===== src/rtl/ysyx_22050243_pkg.sv =====
// Shared definitions for the writeback unit: XLEN, load funct3 encodings and
// the WBU state type.
package ysyx_22050243_pkg;

   localparam int XLEN = 64;

   localparam logic [2:0] LB  = 3'b000;
   localparam logic [2:0] LH  = 3'b001;
   localparam logic [2:0] LW  = 3'b010;
   localparam logic [2:0] LD  = 3'b011;
   localparam logic [2:0] LBU = 3'b100;
   localparam logic [2:0] LHU = 3'b101;
   localparam logic [2:0] LWU = 3'b110;

   typedef enum logic {
      IDLE      = 1'b0,
      WAIT_LOAD = 1'b1
   } wbu_state_t;

endpackage


===== src/rtl/ysyx_22050243_load_ext.sv =====
// Picks the addressed lane out of an aligned doubleword and sign- or
// zero-extends it according to the load funct3.
module ysyx_22050243_load_ext
   import ysyx_22050243_pkg::*;
#(
   parameter int DATA_WIDTH = XLEN
) (
   input  logic [DATA_WIDTH-1:0] rdata,
   input  logic [2:0]            funct3,
   input  logic [2:0]            off,
   output logic [DATA_WIDTH-1:0] data
);

   logic [7:0]  byte_lane;
   logic [15:0] half_lane;
   logic [31:0] word_lane;

   // Low offset bits below the access size are ignored, so misaligned
   // offsets fall back to the naturally aligned lane.
   always_comb begin
      byte_lane = rdata[{off, 3'b000} +: 8];
      half_lane = rdata[{off[2:1], 4'b0000} +: 16];
      word_lane = rdata[{off[2], 5'b00000} +: 32];
   end

   always_comb begin
      data = rdata;
      case (funct3)
         LB:      data = {{(DATA_WIDTH-8){byte_lane[7]}}, byte_lane};
         LH:      data = {{(DATA_WIDTH-16){half_lane[15]}}, half_lane};
         LW:      data = {{(DATA_WIDTH-32){word_lane[31]}}, word_lane};
         LBU:     data = {{(DATA_WIDTH-8){1'b0}}, byte_lane};
         LHU:     data = {{(DATA_WIDTH-16){1'b0}}, half_lane};
         LWU:     data = {{(DATA_WIDTH-32){1'b0}}, word_lane};
         default: data = rdata;
      endcase
   end

endmodule


===== src/rtl/ysyx_22050243_wbu.sv =====
// Writeback unit: retires EXU results and load returns into registered GPR
// write pulses, a commit pulse, and a pending-load-destination flag.
module ysyx_22050243_wbu
   import ysyx_22050243_pkg::*;
#(
   parameter int ADDR_WIDTH = 5,
   parameter int DATA_WIDTH = XLEN
) (
   input  logic                  clk,
   input  logic                  rst_n,
   input  logic                  ex_valid,
   output logic                  ex_ready,
   input  logic [DATA_WIDTH-1:0] ex_pc,
   input  logic [ADDR_WIDTH-1:0] ex_rd,
   input  logic                  ex_rd_wen,
   input  logic [DATA_WIDTH-1:0] ex_result,
   input  logic                  ex_is_load,
   input  logic [2:0]            ex_ld_funct3,
   input  logic [2:0]            ex_ld_off,
   input  logic                  lsu_rvalid,
   input  logic [DATA_WIDTH-1:0] lsu_rdata,
   output logic                  lsu_rready,
   output logic                  w_en,
   output logic [ADDR_WIDTH-1:0] w_addr,
   output logic [DATA_WIDTH-1:0] w_data,
   output logic                  commit_valid,
   output logic [DATA_WIDTH-1:0] commit_pc,
   output logic                  pend_valid,
   output logic [ADDR_WIDTH-1:0] pend_rd
);

   wbu_state_t            state;
   logic [DATA_WIDTH-1:0] ld_pc;
   logic [ADDR_WIDTH-1:0] ld_rd;
   logic                  ld_rd_wen;
   logic [2:0]            ld_funct3;
   logic [2:0]            ld_off;
   logic [DATA_WIDTH-1:0] ld_data;
   logic                  ex_we;
   logic                  ld_we;

   assign ex_ready   = (state == IDLE);
   assign lsu_rready = (state == WAIT_LOAD);
   assign ex_we      = ex_rd_wen && (ex_rd != '0);
   assign ld_we      = ld_rd_wen && (ld_rd != '0);

   ysyx_22050243_load_ext #(
      .DATA_WIDTH (DATA_WIDTH)
   ) u_load_ext (
      .rdata  (lsu_rdata),
      .funct3 (ld_funct3),
      .off    (ld_off),
      .data   (ld_data)
   );

   // w_addr/w_data only move on an actual write so they hold while w_en=0.
   always_ff @(posedge clk or negedge rst_n) begin
      if (!rst_n) begin
         state        <= IDLE;
         w_en         <= 1'b0;
         w_addr       <= '0;
         w_data       <= '0;
         commit_valid <= 1'b0;
         commit_pc    <= '0;
         pend_valid   <= 1'b0;
         pend_rd      <= '0;
         ld_pc        <= '0;
         ld_rd        <= '0;
         ld_rd_wen    <= 1'b0;
         ld_funct3    <= '0;
         ld_off       <= '0;
      end else begin
         w_en         <= 1'b0;
         commit_valid <= 1'b0;
         case (state)
            IDLE: begin
               if (ex_valid) begin
                  if (!ex_is_load) begin
                     w_en         <= ex_we;
                     commit_valid <= 1'b1;
                     commit_pc    <= ex_pc;
                     if (ex_we) begin
                        w_addr <= ex_rd;
                        w_data <= ex_result;
                     end
                  end else begin
                     state      <= WAIT_LOAD;
                     ld_pc      <= ex_pc;
                     ld_rd      <= ex_rd;
                     ld_rd_wen  <= ex_rd_wen;
                     ld_funct3  <= ex_ld_funct3;
                     ld_off     <= ex_ld_off;
                     pend_valid <= ex_we;
                     pend_rd    <= ex_rd;
                  end
               end
            end
            WAIT_LOAD: begin
               if (lsu_rvalid) begin
                  state        <= IDLE;
                  w_en         <= ld_we;
                  commit_valid <= 1'b1;
                  commit_pc    <= ld_pc;
                  pend_valid   <= 1'b0;
                  if (ld_we) begin
                     w_addr <= ld_rd;
                     w_data <= ld_data;
                  end
               end
            end
            default: state <= IDLE;
         endcase
      end
   end

endmodule


===== config.mk =====
export PLATFORM = sky130hd
export DESIGN_NAME = ysyx_22050243_wbu
export DESIGN_NICKNAME = d
export VERILOG_FILES = /design/src/rtl/ysyx_22050243_pkg.sv /design/src/rtl/ysyx_22050243_load_ext.sv /design/src/rtl/ysyx_22050243_wbu.sv
export SDC_FILE = /design/constraint.sdc
export NUM_CORES = 1
export LEC_CHECK = 0
export CORE_MARGIN = 3
export CORE_UTILIZATION = 30
export CTS_CLUSTER_DIAMETER = 200
export CTS_CLUSTER_SIZE = 16
export DETAILED_ROUTE_END_ITERATION = 10
export DONT_BUFFER_PORTS = 1
export PLACE_DENSITY = 0.46
export SYNTH_ARGS = -nofsm -noshare
export SYNTH_HDL_FRONTEND = slang
export SYNTH_SLANG_ARGS = --single-unit

===== constraint.sdc =====
create_clock -name clk -period 5.2 [get_ports clk]
set_input_delay 0.78 -clock clk [delete_from_list [all_inputs] [get_ports clk]]
set_output_delay 0.78 -clock clk [all_outputs]
set_load 0.01 [all_outputs]

# Word level (Yosys, flattened, before mapping)
# Index checks and enable logic that the tools add are counted.
# word_totals
regBits	213
word_cells	69
output_inout_bits	143
inputBits	209
# classes
n_shift	3
n_reduce_logical	9
muxes	33
n_bitwise	1
eq_ne	11
# op_table
cell	count
two-way mux 64 bit	8
case mux 64 bit (6 select lines)	1
case mux 64 bit (2 select lines)	2
variable part select 64 x 7 -> 16 bit	1
variable part select 64 x 7 -> 32 bit	1
variable part select 64 x 7 -> 8 bit	1
two-way mux 5 bit	5
two-way mux 1 bit	12
case mux 5 bit (2 select lines)	1
nonzero test 5 bit	2
equality test 3 bit, second input constant	3
AND reduction 3 bit	3
case mux 1 bit (2 select lines)	4
!= test 2 x 1 -> 1 bit, second input constant	3
!= test 2 bit, second input constant	3
AND reduction 5 bit	1
equality test 3 x 1 -> 1 bit, second input constant	1
equality test 3 x 2 -> 1 bit, second input constant	1
logical NOT 3 bit	1
logical AND 1 bit	2
inverter 1 bit	1

# Depth between registers and ports, before layout
# logic_depth
word_depth	6
mapped_depth	9
depth_no_buf	6

# Cells and area by module
# From an unflattened synthesis, not the netlist that was laid out.
# unflattened
hier_cells	956
hier_area_um2	11402.2
# by_module_without_submodules
mod	cells_each	area_per_inst_um2	seq_area_each_um2	n_inst
ysyx_22050243_wbu	676	9525.4	5330.1	1
ysyx_22050243_load_ext	280	1876.8	0.0	1

# Least setup slack after synthesis
# OpenSTA, ideal clock, no wires.
# synth_path
kind	input to register
start	in lsu_rdata[31]
end	reg w_data[32]
required_ns	5.072
slack_ns	2.922
cell_stages	6
arrival_ns	2.150
setup_ns	0.128
n_path_buf	1
path_cell_list	mux4_2 > o21bai_1 > o21ai_4 > nor3_4 > buf_6 > a211oi_2
# synth_between
elab_chain_len	5
elab_cells_between_ends	7
cone_classes	shift (3); mux (4)
# synth_lines
item	line	source
start: declaration	ysyx_22050243_wbu.sv:21	input logic [DATA_WIDTH-1:0] lsu_rdata,
variable part select 64 x 7 -> 32 bit (tied with other cells)	ysyx_22050243_load_ext.sv:23	word_lane = rdata[{off[2], 5'b00000} +: 32];
case mux 64 bit (6 select lines) (*)	ysyx_22050243_load_ext.sv:28	case (funct3)
two-way mux 64 bit (*)	ysyx_22050243_wbu.sv:105	if (ld_we) begin
two-way mux 64 bit (*)	ysyx_22050243_wbu.sv:99	if (lsu_rvalid) begin
case mux 64 bit (2 select lines) (*)	ysyx_22050243_wbu.sv:75	case (state)
end signal: assignment	ysyx_22050243_wbu.sv:84	w_data <= ex_result;
end signal: assignment	ysyx_22050243_wbu.sv:107	w_data <= ld_data;
end: declaration	ysyx_22050243_wbu.sv:25	output logic [DATA_WIDTH-1:0] w_data,
# Every way passes the cells marked *; elsewhere a longest branch is shown, timed or not. The select of a mux whose other input is x is not followed.
# A chain may end at the register's enable or synchronous reset.

# Worst setup path in the final report
# layout_path
start	reg ld_rd[3]
end	reg w_data[12]
# layout_between
elab_chain_len	4
# layout_lines
item	line	source
start: declaration	ysyx_22050243_wbu.sv:34	logic [ADDR_WIDTH-1:0] ld_rd;
start signal: assignment	ysyx_22050243_wbu.sv:89	ld_rd <= ex_rd;
nonzero test 5 bit	ysyx_22050243_wbu.sv:45	assign ld_we = ld_rd_wen && (ld_rd != '0);
logical AND 1 bit	ysyx_22050243_wbu.sv:45	
!= test 2 x 1 -> 1 bit (no line)	-	
AND reduction 5 bit (no line)	-	
# No other way between the ends.

==> impl_metrics.py <==
metrics = {
    "cells_and_area": {
        "finish.net_count": 1147,
        "drive_gt1_share_pct": 18.6,
        "finish.utilization_pct": 32.9,
        "syn2layout_area_growth_pct": 7.33,
    },
    "critical_path": {
        "cp_cell_sequence": "or4_4 > o2111ai_4 > buf_4 > o21a_4 > inv_2 > buf_4 > nand3_1 > o311ai_1",
        "cp_slowest_cell": "o21a_4",
        "critPathLaunchType": "flip-flop",
        "cp_max_fo": 52,
        "worst_ep_required_time_ns": 5.58,
        "timing.critical_path.buf_inv": 3,
        "startpoint": "ld_rd[3]",
        "worst_path_most_repeated_cell": "buf_4",
        "rr_worst_depth": 8,
        "slowest_delay_ns": 0.62,
        "reg2reg_from": "ld_rd[3]",
        "endpoint_kind": "flip-flop",
        "cpLargestDelayFamily": "buffers and inverters",
        "rr_endpoint": "w_data[12]",
        "crit_type": "flip-flop to flip-flop",
        "r2r_setup_slack_ns": 1.72,
        "arrival_ns": 3.85,
    },
    "grt": {
        "grt_util_all_layers_pct": 18.4,
        "grt-ovfl-total": 0,
        "grt_start_max_net_pins": 214,
        "grt_pass1_vias": 7731,
        "grt_pass1_wl_um": 53800,
        "antenna_found_initial": 5,
    },
    "clock_tree": {
        "clock_sinks": 213,
        "clk_pin_slew_worst_paths_ns": 0.09,
        "cts_tree": "built",
        "cts_buffers": 17,
        "post-cts-setup-buffer-count": 0,
        "clock_latency_ns": 0.51,
        "cts_root_buf": "clkbuf_16",
        "ctsLongestPathBuffers": 3,
        "htreeDepth": 1,
        "post_cts_resized": 0,
    },
    "timing": {
        "finalMaxSlewViolations": 0,
        "clock.fmax_ghz": 0.288,
        "setup_tns_ns": 0,
        "period_share_pct": 66.8,
        "clock_skew_ns": 0.0262,
        "period_minus_slack_ns": 3.48,
        "finalHoldViolCount": 0,
        "grt_setup_unrepaired": "no",
        "slew-limit-headroom_pct": 27.7,
        "setup_viol": 0,
        "tightest_slew_ns": 1.09,
    },
    "power": {
        "power_mw": 5.33,
        "p_seq_share_pct": 52.6,
        "vdd_drop_max_mv": 0.259,
        "p_clk_share_pct": 23.2,
        "p_per_area_nw_per_um2": 465,
        "comb_power_share_pct": 24.3,
        "internal-power_mw": 3.36,
        "switching_power_mw": 1.97,
        "p_sw_share_pct": 37.0,
        "p_leak_nw": 4.47,
    },
    "routing": {
        "vias": 7600,
        "drt-initial-drc-count": 373,
        "final_antenna_net_count": 0,
        "dr.pass1.iters": 5,
        "routed_via_density": 5.45,
        "routedWlPerCell_um": 26.0,
        "routed_wirelength_um": 36300,
        "drc": 0,
    },
    "floorplanning": {
        "fp.dieW_um": 195,
        "io_pins": 352,
        "chipHeight_um": 195,
        "dieArea_um2": 37900,
        "core_area_um2": 34800,
        "start_util_pct": 30.7,
        "rows": 68,
    },
    "outcome": {
        "status": "complete, no violations",
    },
    "synthesis": {
        "netlist_area_um2": 10700,
        "synth.top_cell.area_share_pct": 50.0,
        "ys.flop_type": "dfrtp_1",
        "yosys-top-cells-area": "dfrtp_1, mux2_2, mux2i_1",
        "synthCells": 985,
        "ys_async_sr_fraction_pct": 100,
        "syn_avg_cell_area_um2": 10.8,
        "ys_types": 45,
        "synth.net_count": 1194,
        "synth_seq_area_share_pct": 50.0,
        "yosys_warnings": 0,
        "ys_ff_latch": 213,
        "synth_area_leader_cell": "dfrtp_1",
        "synth_edf_count": 0,
    },
    "worst_hold_path": {
        "min_path_type": "input port to async pin",
    },
    "placement": {
        "port_buffers": 0,
        "place_congestion": 0.818,
        "hpwl_um": 25300,
    },
    "flow_run": {
        "maxCapViolCount": 0,
    },
}
-- power by group through the flow --
| stage | Combinational [mW] | Sequential (mW) | Clock, mW |
|---|---|---|---|
| CTS | 1.27 | 2.82 | 1.31 |
| global placement | 1.24 | 2.85 | 0 |
| finish | 1.29 | 2.80 | 1.23 |
| detailed placement | 1.27 | 2.85 | 0 |
| global route | 1.46 | 2.88 | 1.35 |
| floorplan | 1.10 | 2.61 | 0 |
-- kinds of logic (layout without fill, tap and decap cells) --
logic type             after synthesis  after routing  synth area share, %
flip-flops                         213            213                 50.0
multiplexers                       179            179                 19.6
buffers and inverters               87             41                 4.20
AND/OR/NAND/NOR                    294            294                 11.6
AO/OA/AOI/OAI                      212            212                 14.7
other                                0              1                    0
-- Yosys cell counts (5+ instances only) --
cell type	number
inv_1	5
o21ai_1	6
nor2_1	139
mux2_2	83
buf_2	10
o22ai_1	12
o311ai_1	24
o21ai_0	9
nand2_1	78
buf_6	13
mux2i_1	80
a211oi_2	31
nand3_1	28
buf_1	8
o22a_1	10
nor3_1	37
a21oi_1	94
mux4_2	16
dfrtp_1	213
clkbuf_1	46
-- stage by stage --
step,worst slack [ns],cell area (um^2),hold slack (ns),std cells
after global placement,1.68,10900,0.486,1372
final,1.72,11500,0.201,1395
after global routing,1.48,11400,0.215,1394
after floorplan,2.92,10700,0.479,985
after CTS,1.63,11400,-0.0857,1392
after detailed placement,1.67,10900,0.493,1372
-- state kept, by name, summed over array words and instances (netlist names) --
register	flops
pend_valid	1
ld_pc	64
ld_funct3	3
ld_rd_wen	1
commit_pc	64
w_data	64
ld_rd	5
ld_off	3
w_en	1
commit_valid	1
lsu_rready	1
w_addr	5
-- worst max path at each step --
stage | to | slack, ns | cells after the start
finish | w_data[12] | 1.72 | 8
global route | w_data[33] | 1.48 | 8
CTS | w_data[18] | 1.63 | 8
detailed placement | w_data[18] | 1.67 | 8
global placement | w_data[9] | 1.68 | 8
floorplan | w_data[32] | 2.92 | 6
-- layer usage --
| metal | vias to the layer above | track usage (%) | wire [um] |
|---|---|---|---|
| met5 | - | 0 | 59 |
| met2 | 291 | 28.7 | 16700 |
| met3 | 49 | 10.2 | 4760 |
| met4 | 8 | 4.76 | 976 |
| met1 | 3804 | 22.2 | 13800 |
| li1 | 3448 | - | - |
-- cell usage in the layout (no fill, tap or decap), types with 2 or more instances in the layout --
cell / count
nand3_1: 27
a32oi_1: 2
o32ai_1: 4
a211oi_2: 31
nor2b_1: 4
o21bai_1: 2
buf_4: 12
nor2_1: 138
clkbuf_16: 17
o311a_1: 2
o22ai_1: 12
dfrtp_1: 211
inv_1: 4
a221oi_1: 2
nor3_1: 37
clkinv_1: 2
buf_16: 2
o21ai_1: 6
a21oi_1: 94
mux2i_1: 80
o21ai_0: 9
nand2_1: 77
o311ai_1: 24
mux4_2: 16
mux2_2: 83
nand2b_1: 4
o22a_1: 10
a211o_1: 4
-- area by class of cell --
cell class	instances	area, um^2
Antenna cell	1	2.50
Clock buffer	18	429
Clock inverter	2	25.0
Fill cell	3552	23300
Inverter	7	26.3
Multi-Input combinational cell	685	4920
Sequential cell	213	5340
Tap cell	455	569
Timing Repair Buffer	14	145
No activity file was read; power rests on OpenSTA's default activity.
